--- config.mk ---
export PLATFORM = sky130hd
export DESIGN_NAME = rgb_frame_reader
export DESIGN_NICKNAME = d
export VERILOG_FILES = /design/src/rtl/rgb_frame_reader_pkg.sv /design/src/rtl/rgb_frame_reader_pixel_fifo.sv /design/src/rtl/rgb_frame_reader.sv
export SDC_FILE = /design/constraint.sdc
export NUM_CORES = 1
export LEC_CHECK = 0
export CAP_MARGIN = 20
export CORE_ASPECT_RATIO = 2
export CORE_MARGIN = 2
export CORE_UTILIZATION = 46
export DETAILED_ROUTE_END_ITERATION = 12
export PLACE_DENSITY_LB_ADDON = 0.08
export SKIP_LAST_GASP = 1
export SYNTH_ARGS = -nofsm -noshare
export SYNTH_HDL_FRONTEND = slang
export SYNTH_SLANG_ARGS = --single-unit
--- constraint.sdc ---
create_clock -name Clock -period 6.3 [get_ports Clock]
set_clock_uncertainty 0.15 [all_clocks]
set_input_delay 1.26 -clock Clock [delete_from_list [all_inputs] [get_ports Clock]]
set_output_delay 1.26 -clock Clock [all_outputs]
set_load 0.02 [all_outputs]
--- src/rtl/rgb_frame_reader_pkg.sv ---
// Shared definitions for the RGB frame reader: FSM states, default frame geometry
// and the pixel record carried through the FIFO.
`default_nettype none

package rgb_frame_reader_pkg;

  localparam logic [17:0] RGB_BASE_DEFAULT   = 18'd146944;
  localparam int          NUM_PIXELS_DEFAULT = 76800;
  localparam int          FIFO_DEPTH_DEFAULT = 8;

  typedef enum logic [2:0] {
    S_IDLE   = 3'd0,
    S_ISSUE0 = 3'd1,
    S_ISSUE1 = 3'd2,
    S_ISSUE2 = 3'd3,
    S_STALL  = 3'd4,
    S_DRAIN  = 3'd5,
    S_DONE   = 3'd6
  } state_e;

  // Which word of a pixel pair a returning SRAM read belongs to.
  typedef enum logic [1:0] {
    PH_W0 = 2'd0,
    PH_W1 = 2'd1,
    PH_W2 = 2'd2
  } phase_e;

  typedef struct packed {
    logic [7:0] r;
    logic [7:0] g;
    logic [7:0] b;
  } pixel_t;

endpackage

`default_nettype wire

--- src/rtl/rgb_frame_reader_pixel_fifo.sv ---
// Pixel FIFO with occupancy count; head data reads as zero while empty so the
// pixel outputs sit at zero after reset without clearing the storage array.
`default_nettype none

module pixel_fifo #(
  parameter int DEPTH = 8,
  parameter int WIDTH = 24
) (
  input  logic                     clk_i,
  input  logic                     rst_ni,
  input  logic                     push_i,
  input  logic [WIDTH-1:0]         data_i,
  input  logic                     pop_i,
  output logic [WIDTH-1:0]         data_o,
  output logic [$clog2(DEPTH):0]   count_o,
  output logic                     full_o,
  output logic                     empty_o
);

  localparam int AW = $clog2(DEPTH);

  logic [WIDTH-1:0] mem_q [DEPTH];
  logic [AW-1:0]    wr_ptr_q;
  logic [AW-1:0]    rd_ptr_q;
  logic [AW:0]      count_q;
  logic             do_push;
  logic             do_pop;

  assign empty_o = (count_q == '0);
  assign full_o  = (count_q == (AW+1)'(DEPTH));
  assign count_o = count_q;
  assign data_o  = empty_o ? '0 : mem_q[rd_ptr_q];

  assign do_pop  = pop_i && !empty_o;
  assign do_push = push_i && !full_o;

  always_ff @(posedge clk_i) begin
    if (do_push) begin
      mem_q[wr_ptr_q] <= data_i;
    end
  end

  always_ff @(posedge clk_i or negedge rst_ni) begin
    if (!rst_ni) begin
      wr_ptr_q <= '0;
      rd_ptr_q <= '0;
      count_q  <= '0;
    end else begin
      if (do_push) wr_ptr_q <= wr_ptr_q + AW'(1);
      if (do_pop)  rd_ptr_q <= rd_ptr_q + AW'(1);
      case ({do_push, do_pop})
        2'b10:   count_q <= count_q + (AW+1)'(1);
        2'b01:   count_q <= count_q - (AW+1)'(1);
        default: count_q <= count_q;
      endcase
    end
  end

endmodule

`default_nettype wire

--- src/rtl/rgb_frame_reader.sv ---
// Streams one frame of packed RGB pixel pairs (three 16-bit words per pair) out of
// SRAM into a pixel FIFO, issuing reads only when the FIFO can absorb the pair.
`default_nettype none

module rgb_frame_reader
  import rgb_frame_reader_pkg::*;
#(
  parameter logic [17:0] RGB_BASE   = RGB_BASE_DEFAULT,
  parameter int          NUM_PIXELS = NUM_PIXELS_DEFAULT,
  parameter int          FIFO_DEPTH = FIFO_DEPTH_DEFAULT
) (
  input  logic        Clock,
  input  logic        Resetn,
  input  logic        Enable,
  output logic [17:0] SRAM_address,
  input  logic [15:0] SRAM_read_data,
  output logic        SRAM_we_n,
  output logic [15:0] SRAM_write_data,
  output logic [7:0]  Pixel_R,
  output logic [7:0]  Pixel_G,
  output logic [7:0]  Pixel_B,
  output logic        Pixel_valid,
  input  logic        Pixel_ready,
  output logic        Busy,
  output logic        Frame_done
);

  localparam int          CW           = $clog2(FIFO_DEPTH) + 1;
  localparam logic [16:0] LAST_WORD    = 17'(NUM_PIXELS * 3 / 2 - 1);
  localparam logic [CW:0] CREDIT_LIMIT = (CW+1)'(FIFO_DEPTH - 2);

  state_e        state_q;
  logic [17:0]   addr_q;
  logic [16:0]   word_cnt_q;
  logic [CW-1:0] in_flight_q;
  logic [CW-1:0] in_flight_d;
  logic          busy_q;
  logic          done_q;

  logic          s1_valid_q, s2_valid_q;
  phase_e        s1_phase_q, s2_phase_q;
  logic [7:0]    r0_q, g0_q, r1_q;

  logic          issue_valid;
  phase_e        issue_phase;
  logic          pair_start;
  logic          last_word;
  logic          credit_ok;
  logic [CW:0]   credit_sum;

  logic          fifo_push;
  pixel_t        fifo_wdata;
  pixel_t        fifo_rdata;
  logic          fifo_pop;
  logic [CW-1:0] fifo_count;
  logic          fifo_full;
  logic          fifo_empty;

  assign last_word  = (word_cnt_q == LAST_WORD);
  // Pixels already promised to the FIFO count against its space before a new pair starts.
  assign credit_sum = {1'b0, fifo_count} + {1'b0, in_flight_q};
  assign credit_ok  = (credit_sum <= CREDIT_LIMIT);

  always_comb begin
    issue_valid = 1'b0;
    issue_phase = PH_W0;
    pair_start  = 1'b0;
    case (state_q)
      S_IDLE:   pair_start = Enable;
      S_ISSUE0: begin issue_valid = 1'b1; issue_phase = PH_W0; end
      S_ISSUE1: begin issue_valid = 1'b1; issue_phase = PH_W1; end
      S_ISSUE2: begin
        issue_valid = 1'b1;
        issue_phase = PH_W2;
        pair_start  = !last_word && credit_ok;
      end
      S_STALL:  pair_start = credit_ok;
      default:  ;
    endcase
  end

  always_comb begin
    in_flight_d = in_flight_q;
    if (pair_start) in_flight_d = in_flight_d + CW'(2);
    if (fifo_push)  in_flight_d = in_flight_d - CW'(1);
  end

  always_ff @(posedge Clock or negedge Resetn) begin
    if (!Resetn) begin
      state_q     <= S_IDLE;
      addr_q      <= '0;
      word_cnt_q  <= '0;
      in_flight_q <= '0;
      busy_q      <= 1'b0;
      done_q      <= 1'b0;
    end else begin
      done_q      <= 1'b0;
      in_flight_q <= in_flight_d;
      case (state_q)
        S_IDLE: if (Enable) begin
          state_q    <= S_ISSUE0;
          addr_q     <= RGB_BASE;
          word_cnt_q <= '0;
          busy_q     <= 1'b1;
        end
        S_ISSUE0: begin
          state_q    <= S_ISSUE1;
          addr_q     <= addr_q + 18'd1;
          word_cnt_q <= word_cnt_q + 17'd1;
        end
        S_ISSUE1: begin
          state_q    <= S_ISSUE2;
          addr_q     <= addr_q + 18'd1;
          word_cnt_q <= word_cnt_q + 17'd1;
        end
        S_ISSUE2, S_STALL: begin
          if (state_q == S_ISSUE2 && last_word) begin
            state_q <= S_DRAIN;
          end else if (credit_ok) begin
            state_q    <= S_ISSUE0;
            addr_q     <= addr_q + 18'd1;
            word_cnt_q <= word_cnt_q + 17'd1;
          end else begin
            state_q <= S_STALL;
          end
        end
        S_DRAIN: if (in_flight_q == '0 && fifo_empty) begin
          state_q <= S_DONE;
          done_q  <= 1'b1;
        end
        S_DONE: begin
          state_q <= S_IDLE;
          busy_q  <= 1'b0;
        end
        default: state_q <= S_IDLE;
      endcase
    end
  end

  // Two-stage tag pipe lines up each issued word with its data two cycles later.
  always_ff @(posedge Clock or negedge Resetn) begin
    if (!Resetn) begin
      s1_valid_q <= 1'b0;
      s2_valid_q <= 1'b0;
      s1_phase_q <= PH_W0;
      s2_phase_q <= PH_W0;
      r0_q       <= '0;
      g0_q       <= '0;
      r1_q       <= '0;
    end else begin
      s1_valid_q <= issue_valid;
      s1_phase_q <= issue_phase;
      s2_valid_q <= s1_valid_q;
      s2_phase_q <= s1_phase_q;
      if (s2_valid_q && s2_phase_q == PH_W0) begin
        r0_q <= SRAM_read_data[15:8];
        g0_q <= SRAM_read_data[7:0];
      end
      if (s2_valid_q && s2_phase_q == PH_W1) begin
        r1_q <= SRAM_read_data[7:0];
      end
    end
  end

  always_comb begin
    fifo_push  = 1'b0;
    fifo_wdata = '0;
    if (s2_valid_q) begin
      case (s2_phase_q)
        PH_W1: begin
          fifo_push  = 1'b1;
          fifo_wdata = '{r: r0_q, g: g0_q, b: SRAM_read_data[15:8]};
        end
        PH_W2: begin
          fifo_push  = 1'b1;
          fifo_wdata = '{r: r1_q, g: SRAM_read_data[15:8], b: SRAM_read_data[7:0]};
        end
        default: ;
      endcase
    end
  end

  assign fifo_pop = !fifo_empty && Pixel_ready;

  pixel_fifo #(
    .DEPTH (FIFO_DEPTH),
    .WIDTH (24)
  ) u_fifo (
    .clk_i   (Clock),
    .rst_ni  (Resetn),
    .push_i  (fifo_push),
    .data_i  (fifo_wdata),
    .pop_i   (fifo_pop),
    .data_o  (fifo_rdata),
    .count_o (fifo_count),
    .full_o  (fifo_full),
    .empty_o (fifo_empty)
  );

  a_no_push_when_full: assert property (@(posedge Clock) disable iff (!Resetn)
    !(fifo_push && fifo_full));

  assign SRAM_address    = addr_q;
  assign SRAM_we_n       = 1'b1;
  assign SRAM_write_data = 16'd0;
  assign Pixel_R         = fifo_rdata.r;
  assign Pixel_G         = fifo_rdata.g;
  assign Pixel_B         = fifo_rdata.b;
  assign Pixel_valid     = !fifo_empty;
  assign Busy            = busy_q;
  assign Frame_done      = done_q;

endmodule

`default_nettype wire

-- After elaboration in Yosys (flattened, before gate mapping)
Memories as Yosys holds them, arrays and structs flattened.
Index checks and enable logic that the tools add are counted.
Widths: inputs -> output; s select.
- register bits: 84
- RAM bits: 192
- bits of input ports: 20
- output and inout port bits: 62
- word-level logic and storage cells: 98
- memories: 1
- memory list (name ; depth ; width ; read ports ; clocked after memory_dff ; wr ports ; line ; source):
    u_fifo.mem_q ; 8 ; 24 ; 1 ; 0 ; 1 ; rgb_frame_reader_pixel_fifo.sv:22 ; logic [WIDTH-1:0] mem_q [DEPTH];
- add/sub/neg operators: 9
- $lt $le $gt $ge: 1
- equal/unequal tests: 16
- muxes and demuxes: 30
- reduce and logical (&&, ||, !) cells: 25
- operators by type and width (kind ; number):
    $mux 18 ; 3
    $pmux 18 s3 ; 1
    $mux 17 ; 3
    $pmux 17 s3 ; 1
    $mux 24 ; 2
    $pmux 24 s2 ; 1
    $add 18x1->18 const B ; 1
    $add 17x1->17 const B ; 1
    $eq 17x17->1 const B ; 1
    $pmux 3 s5 ; 1
    $mux 3 ; 4
    $eq 3x3->1 const B ; 3
    $logic_and 1x1->1 ; 8
    $logic_not 4->1 ; 2
    $mux 1 ; 8
    $mux 4 ; 2
    $ne 2x2->1 const B ; 4
    $pmux 4 s2 ; 1
    $sub 4x1->4 const B ; 2
    $add 3x1->3 const B ; 2
    $eq 3x2->1 const B ; 2
    $reduce_or 2->1 ; 3
    $add 4x4->5 ; 1
    $le 5x3->1 const B ; 1
    17 further kinds ; 23

-- Longest topological paths before layout
- word-level depth: 7
- mapped depth: 13

-- Modules after synthesis
From an unflattened synthesis, not the netlist that was laid out.
- cell total of the unflattened synthesis: 786
- area total of the unflattened synthesis: 11971.5 um^2
- by module, submodules not included (module ; instances ; cells each ; area an instance (um^2)):
    pixel_fifo ; 1 ; 365 ; 7895.1
    rgb_frame_reader ; 1 ; 421 ; 4076.4

-- Least setup slack after synthesis
OpenSTA, ideal clock, no wires.
- path kind: register -> register
- start point: register s2_phase_q[0]
- end point: memory u_fifo.mem_q[0][0], enable pin
- setup time: 435 ps
- data arrival time: 2999 ps
- path slack: 2716 ps
- stages on the path, launching flop included: 7
- clock period less this slack: 3584 ps
- cell sequence: dfrtp_1 inv_1 ha_1 nand2_1 a21oi_1 nand2b_1 nor3_1
- cells in the longest elaborated chain, start to end: 7
- elaborated cells on any way between the ends: 8
- classes of those cells: eq/ne: 2; mux: 4; reduce/logical: 2
- ends and longest elaborated chain (element ; line ; source):
    start, declared ; rgb_frame_reader.sv:41 ; phase_e s1_phase_q, s2_phase_q;
    start signal, assigned ; rgb_frame_reader.sv:154 ; s2_phase_q <= s1_phase_q;
    $eq 2x1->1 or $eq 2x2->1 (tied branches) ; rgb_frame_reader.sv:169 ; case (s2_phase_q)
    $reduce_or 2->1 (no source line) * ; n/a ;
    $mux 1 * ; rgb_frame_reader.sv:169 ;
    $mux 1 * ; rgb_frame_reader.sv:168 ; if (s2_valid_q) begin
    $logic_and 1x1->1 * ; rgb_frame_reader_pixel_fifo.sv:35 ; assign do_push = push_i && !full_o;
    $mux 1 * ; rgb_frame_reader_pixel_fifo.sv:38 ; if (do_push) begin
    $mux 1 (implied by the code) * ; rgb_frame_reader_pixel_fifo.sv:39 ; mem_q[wr_ptr_q] <= data_i;
    end, declared ; rgb_frame_reader_pixel_fifo.sv:22 ;
Every way passes the cells marked *; elsewhere a longest branch is shown, timed or not.

-- Worst setup path after layout
- start point: register u_fifo.rd_ptr_q[0]
- end point: output port Pixel_R[3]
- cells in the longest elaborated chain, start to end: 2
- ends and longest elaborated chain (element ; line ; source):
    start, declared ; rgb_frame_reader_pixel_fifo.sv:24 ; logic [AW-1:0] rd_ptr_q;
    start signal, assigned ; rgb_frame_reader_pixel_fifo.sv:50 ; if (do_pop) rd_ptr_q <= rd_ptr_q + AW'(1);
    $mem_v2 8x24 ; n/a ;
    $mux 24 ; rgb_frame_reader_pixel_fifo.sv:32 ; assign data_o = empty_o ? '0 : mem_q[rd_ptr_q];
    end, declared ; rgb_frame_reader.sv:19 ; output logic [7:0] Pixel_R,
No other way between the ends.

==> impl_metrics.yaml <==
worst_setup_path:
  startpoint_type: "flop"
  crit_type: "reg -> out"
  path_cells: "buf_4 > mux4_2 > mux2i_1 > nor2_1 > clkdlybuf4s50_1"
  cp_max_fo: 27
  required_ns: 4.89
  cp_top_family: "flip-flops"
  crit_arrival_ns: 3.28
  slowest_stage: "dfrtp_2"
  worst-path-buf-inv: 2
  endpoint_kind: "output port"
  critical-path-max-stage-delay_ns: 0.98
drt:
  wl_um: 27400
  detail_route.wl_per_cell_um: 22.1
  first_iter_violations: 493
  dr.pass1.iters: 5
  via_per_inst: 5.78
  vias: 7167
  drc: 0
  ant_nets: 0
power_and_ir_drop:
  power_density_nw_per_um2: 478
  ir_drop_uv: 301
  p_seq_share_pct: 38.6
  clockPowerShare_pct: 23.5
  switchingPower_w: 0.00238
  comb_power_share_pct: 37.9
  power_leakage_nw: 4.98
  p_int_w: 0.00432
  switching_share_pct: 35.5
logic_synthesis:
  syn_inst: 815
  seq_area_frac_synth_pct: 64.7
  syn_area_um2: 12200
  avgSynthCellArea_um2: 14.9
  synthXorXnorAreaFrac_pct: 0.937
  ys_ff_latch: 276
  synth_edf_count: 192
  synthArstFlopShare_pct: 30.4
  yosysTopAreaCell: "edfxtp_1"
  ys_top_cells_by_area: "edfxtp_1 (47%), dfrtp_1 (17%), mux4_2 (8.9%)"
  synthSimpleGateAreaFrac_pct: 8.39
  synthMuxAreaShare_pct: 13.9
  ys.flop_type: "edfxtp_1"
  synthDistinctLibCells: 60
  synth_most_common_cell: "edfxtp_1"
  synth_compound_area_share_pct: 7.10
  synth_top_area_share_pct: 47.4
  ys_warn_count: 0
  synth_top_family_by_area: "multiplexers"
  synthTopCellsByCount: "edfxtp_1 (192), dfrtp_1 (84), nor2_1 (78)"
  yosys.area_share.adder_pct: 1.98
min_path:
  hold_path_class: "reg -> reg"
sta:
  setup_viol: 0
  hold_viol: 0
  rsz0062_at_grt: "false"
  setup_tns_ns: 0
  fmaxAchievable_mhz: 213
  final_max_slew_viol_count: 0
  slew_headroom_pct: 24.3
  finalCritPeriodShare_pct: 74.5
  fin_crit_ns: 4.69
  worst_pin_slew_ns: 1.12
  whs_ns: 0.201
layout:
  utilization_pct: 53.5
  final_cells: 1241
  drive_gt1_share_pct: 17.1
  diodes: 0
  area_growth_pct: 15.3
  fin_nets: 917
grt:
  grt_max_degree: 49
  grt_overflow: 0
  grt_pass1_vias: 7621
  antenna_found_initial: 0
  grt_pass1_wl_um: 43200
  grt_usage_pct: 20.2
floorplan:
  rows: 84
  die_area_um2: 27800
  io_pins: 82
  die-width_um: 119
  core_area_um2: 26200
  die_h_um: 234
  initial_utilization_pct: 46.4
clock_network:
  root_buffer: "clkbuf_16"
  cts_resized: 0
  cts_hold_buf: 0
  tritoncts.num_buffers: 24
  clk_pin_slew_ns: 0.07
  clk_path_buf_depth: 3
  clock-sinks: 276
  cts_setup_buffers: 0
  cts_tree: "built"
  cts_htree_levels: 1
  clock_latency_ns: 0.54
placement:
  gp_congestion: 0.809
  place_inst: 1197
  dp_hpwl_um: 17800
  io_buffers: 64
status:
  status: "finished, final reports clean"
job:
  drv_cap: 0
[cell type report]
class                   instances  area (um2)
multi-input cells             477        4020
clock buffers                  29         651
fillers                      2171       12200
clock inverters                15         195
repair buffers                 83         781
inverters                      17        63.8
well taps                     344         430
flip-flops and latches        276        7870
[worst register-to-register path, delay by kind of cell (launching register included)]
kind	cells	cell delay [ns]
and+or+nand+nor	4	0.77
buffers and inverters	1	0.06
AOI/OAI and AO/OA	2	0.70
DFF	1	0.48
adders and majority gates	3	0.79
xor gates and xnor gates	2	0.45
[final timing paths]
kind                                    start                  to  slack, ns  depth (start not counted)
hold / removal                  s1_phase_q[0]       s2_phase_q[0]       0.20                          0
hold reg to reg                 s1_phase_q[0]       s2_phase_q[0]       0.20                          0
max in group asynchronous              Resetn  u_fifo.rd_ptr_q[0]       4.40                          2
setup / recovery           u_fifo.rd_ptr_q[0]          Pixel_R[3]       1.61                          5
setup reg to reg            u_fifo.count_o[0]      in_flight_q[2]       2.84                         12
min in group asynchronous              Resetn      word_cnt_q[15]       0.55                          1
[power groups by stage]
stage | combinational (W) | clock [W] | sequential [W]
after floorplan | 0.00185 | 0 | 0.00245
after global placement | 0.00252 | 0 | 0.00261
after detailed placement | 0.00259 | 0 | 0.00263
after CTS | 0.00259 | 0.00160 | 0.00259
after global routing | 0.00278 | 0.00167 | 0.00263
final | 0.00254 | 0.00158 | 0.00259
[layout by cell type, fill, tap and decap left out, types with 13 or more instances in the layout]
cell             synthesis  routed
a21oi_1                 23      23
a22oi_1                 24      24
buf_4                   17      20
clkbuf_16                0      25
clkdlybuf4s50_1          0      63
conb_1                   2      17
dfrtp_1                 84      82
edfxtp_1               192     192
ha_1                    16      16
inv_1                   17      17
mux2_2                  26      26
mux2i_1                 31      31
mux4_2                  48      48
nand2_1                 31      31
nand3_1                 18      18
nor2_1                  78      71
o21ai_0                 17      17
o31ai_1                 18      18
or4_1                   13      13
[per-stage QoR]
| step | setup slack (ns) | total power, W | cell area, um2 |
|---|---|---|---|
| floorplan | 2.72 | 0.00430 | 12200 |
| global placement | 2.03 | 0.00513 | 13200 |
| detailed placement | 2.05 | 0.00521 | 13200 |
| CTS | 1.48 | 0.00678 | 14000 |
| global route | 1.37 | 0.00708 | 14000 |
| finish | 1.61 | 0.00670 | 14000 |
[kinds of logic (layout without fill, tap and decap cells)]
| family | after synthesis | after routing |
|---|---|---|
| mux | 105 | 105 |
| buf+inv | 77 | 144 |
| compound gates | 119 | 119 |
| flops | 276 | 276 |
| fa+ha+maj | 18 | 18 |
| xor+xnor | 13 | 13 |
| other cells | 2 | 17 |
| simple gates | 205 | 205 |
[flip-flops by register name (all words and copies together), names as in the netlist, 2 cells and up]
signal / count
g0_q: 8
r1_q: 8
in_flight_q: 4
s2_phase_q: 2
state_q: 3
s1_phase_q: 2
u_fifo.count_o: 4
SRAM_address: 18
u_fifo.mem_q: 192
u_fifo.rd_ptr_q: 3
r0_q: 8
u_fifo.wr_ptr_q: 3
word_cnt_q: 17
[layer usage]
layer | track usage [%] | up-vias | share of wire [%] | wire length [um]
met5 | 0 | - | 0 | 0
met4 | 6.77 | 0 | 1.8 | 503
met3 | 2.87 | 27 | 3.7 | 1020
met2 | 38.4 | 143 | 56 | 15300
met1 | 23.1 | 3738 | 39 | 10600
li1 | - | 3259 | - | -
(Power assumes the default switching activity.)
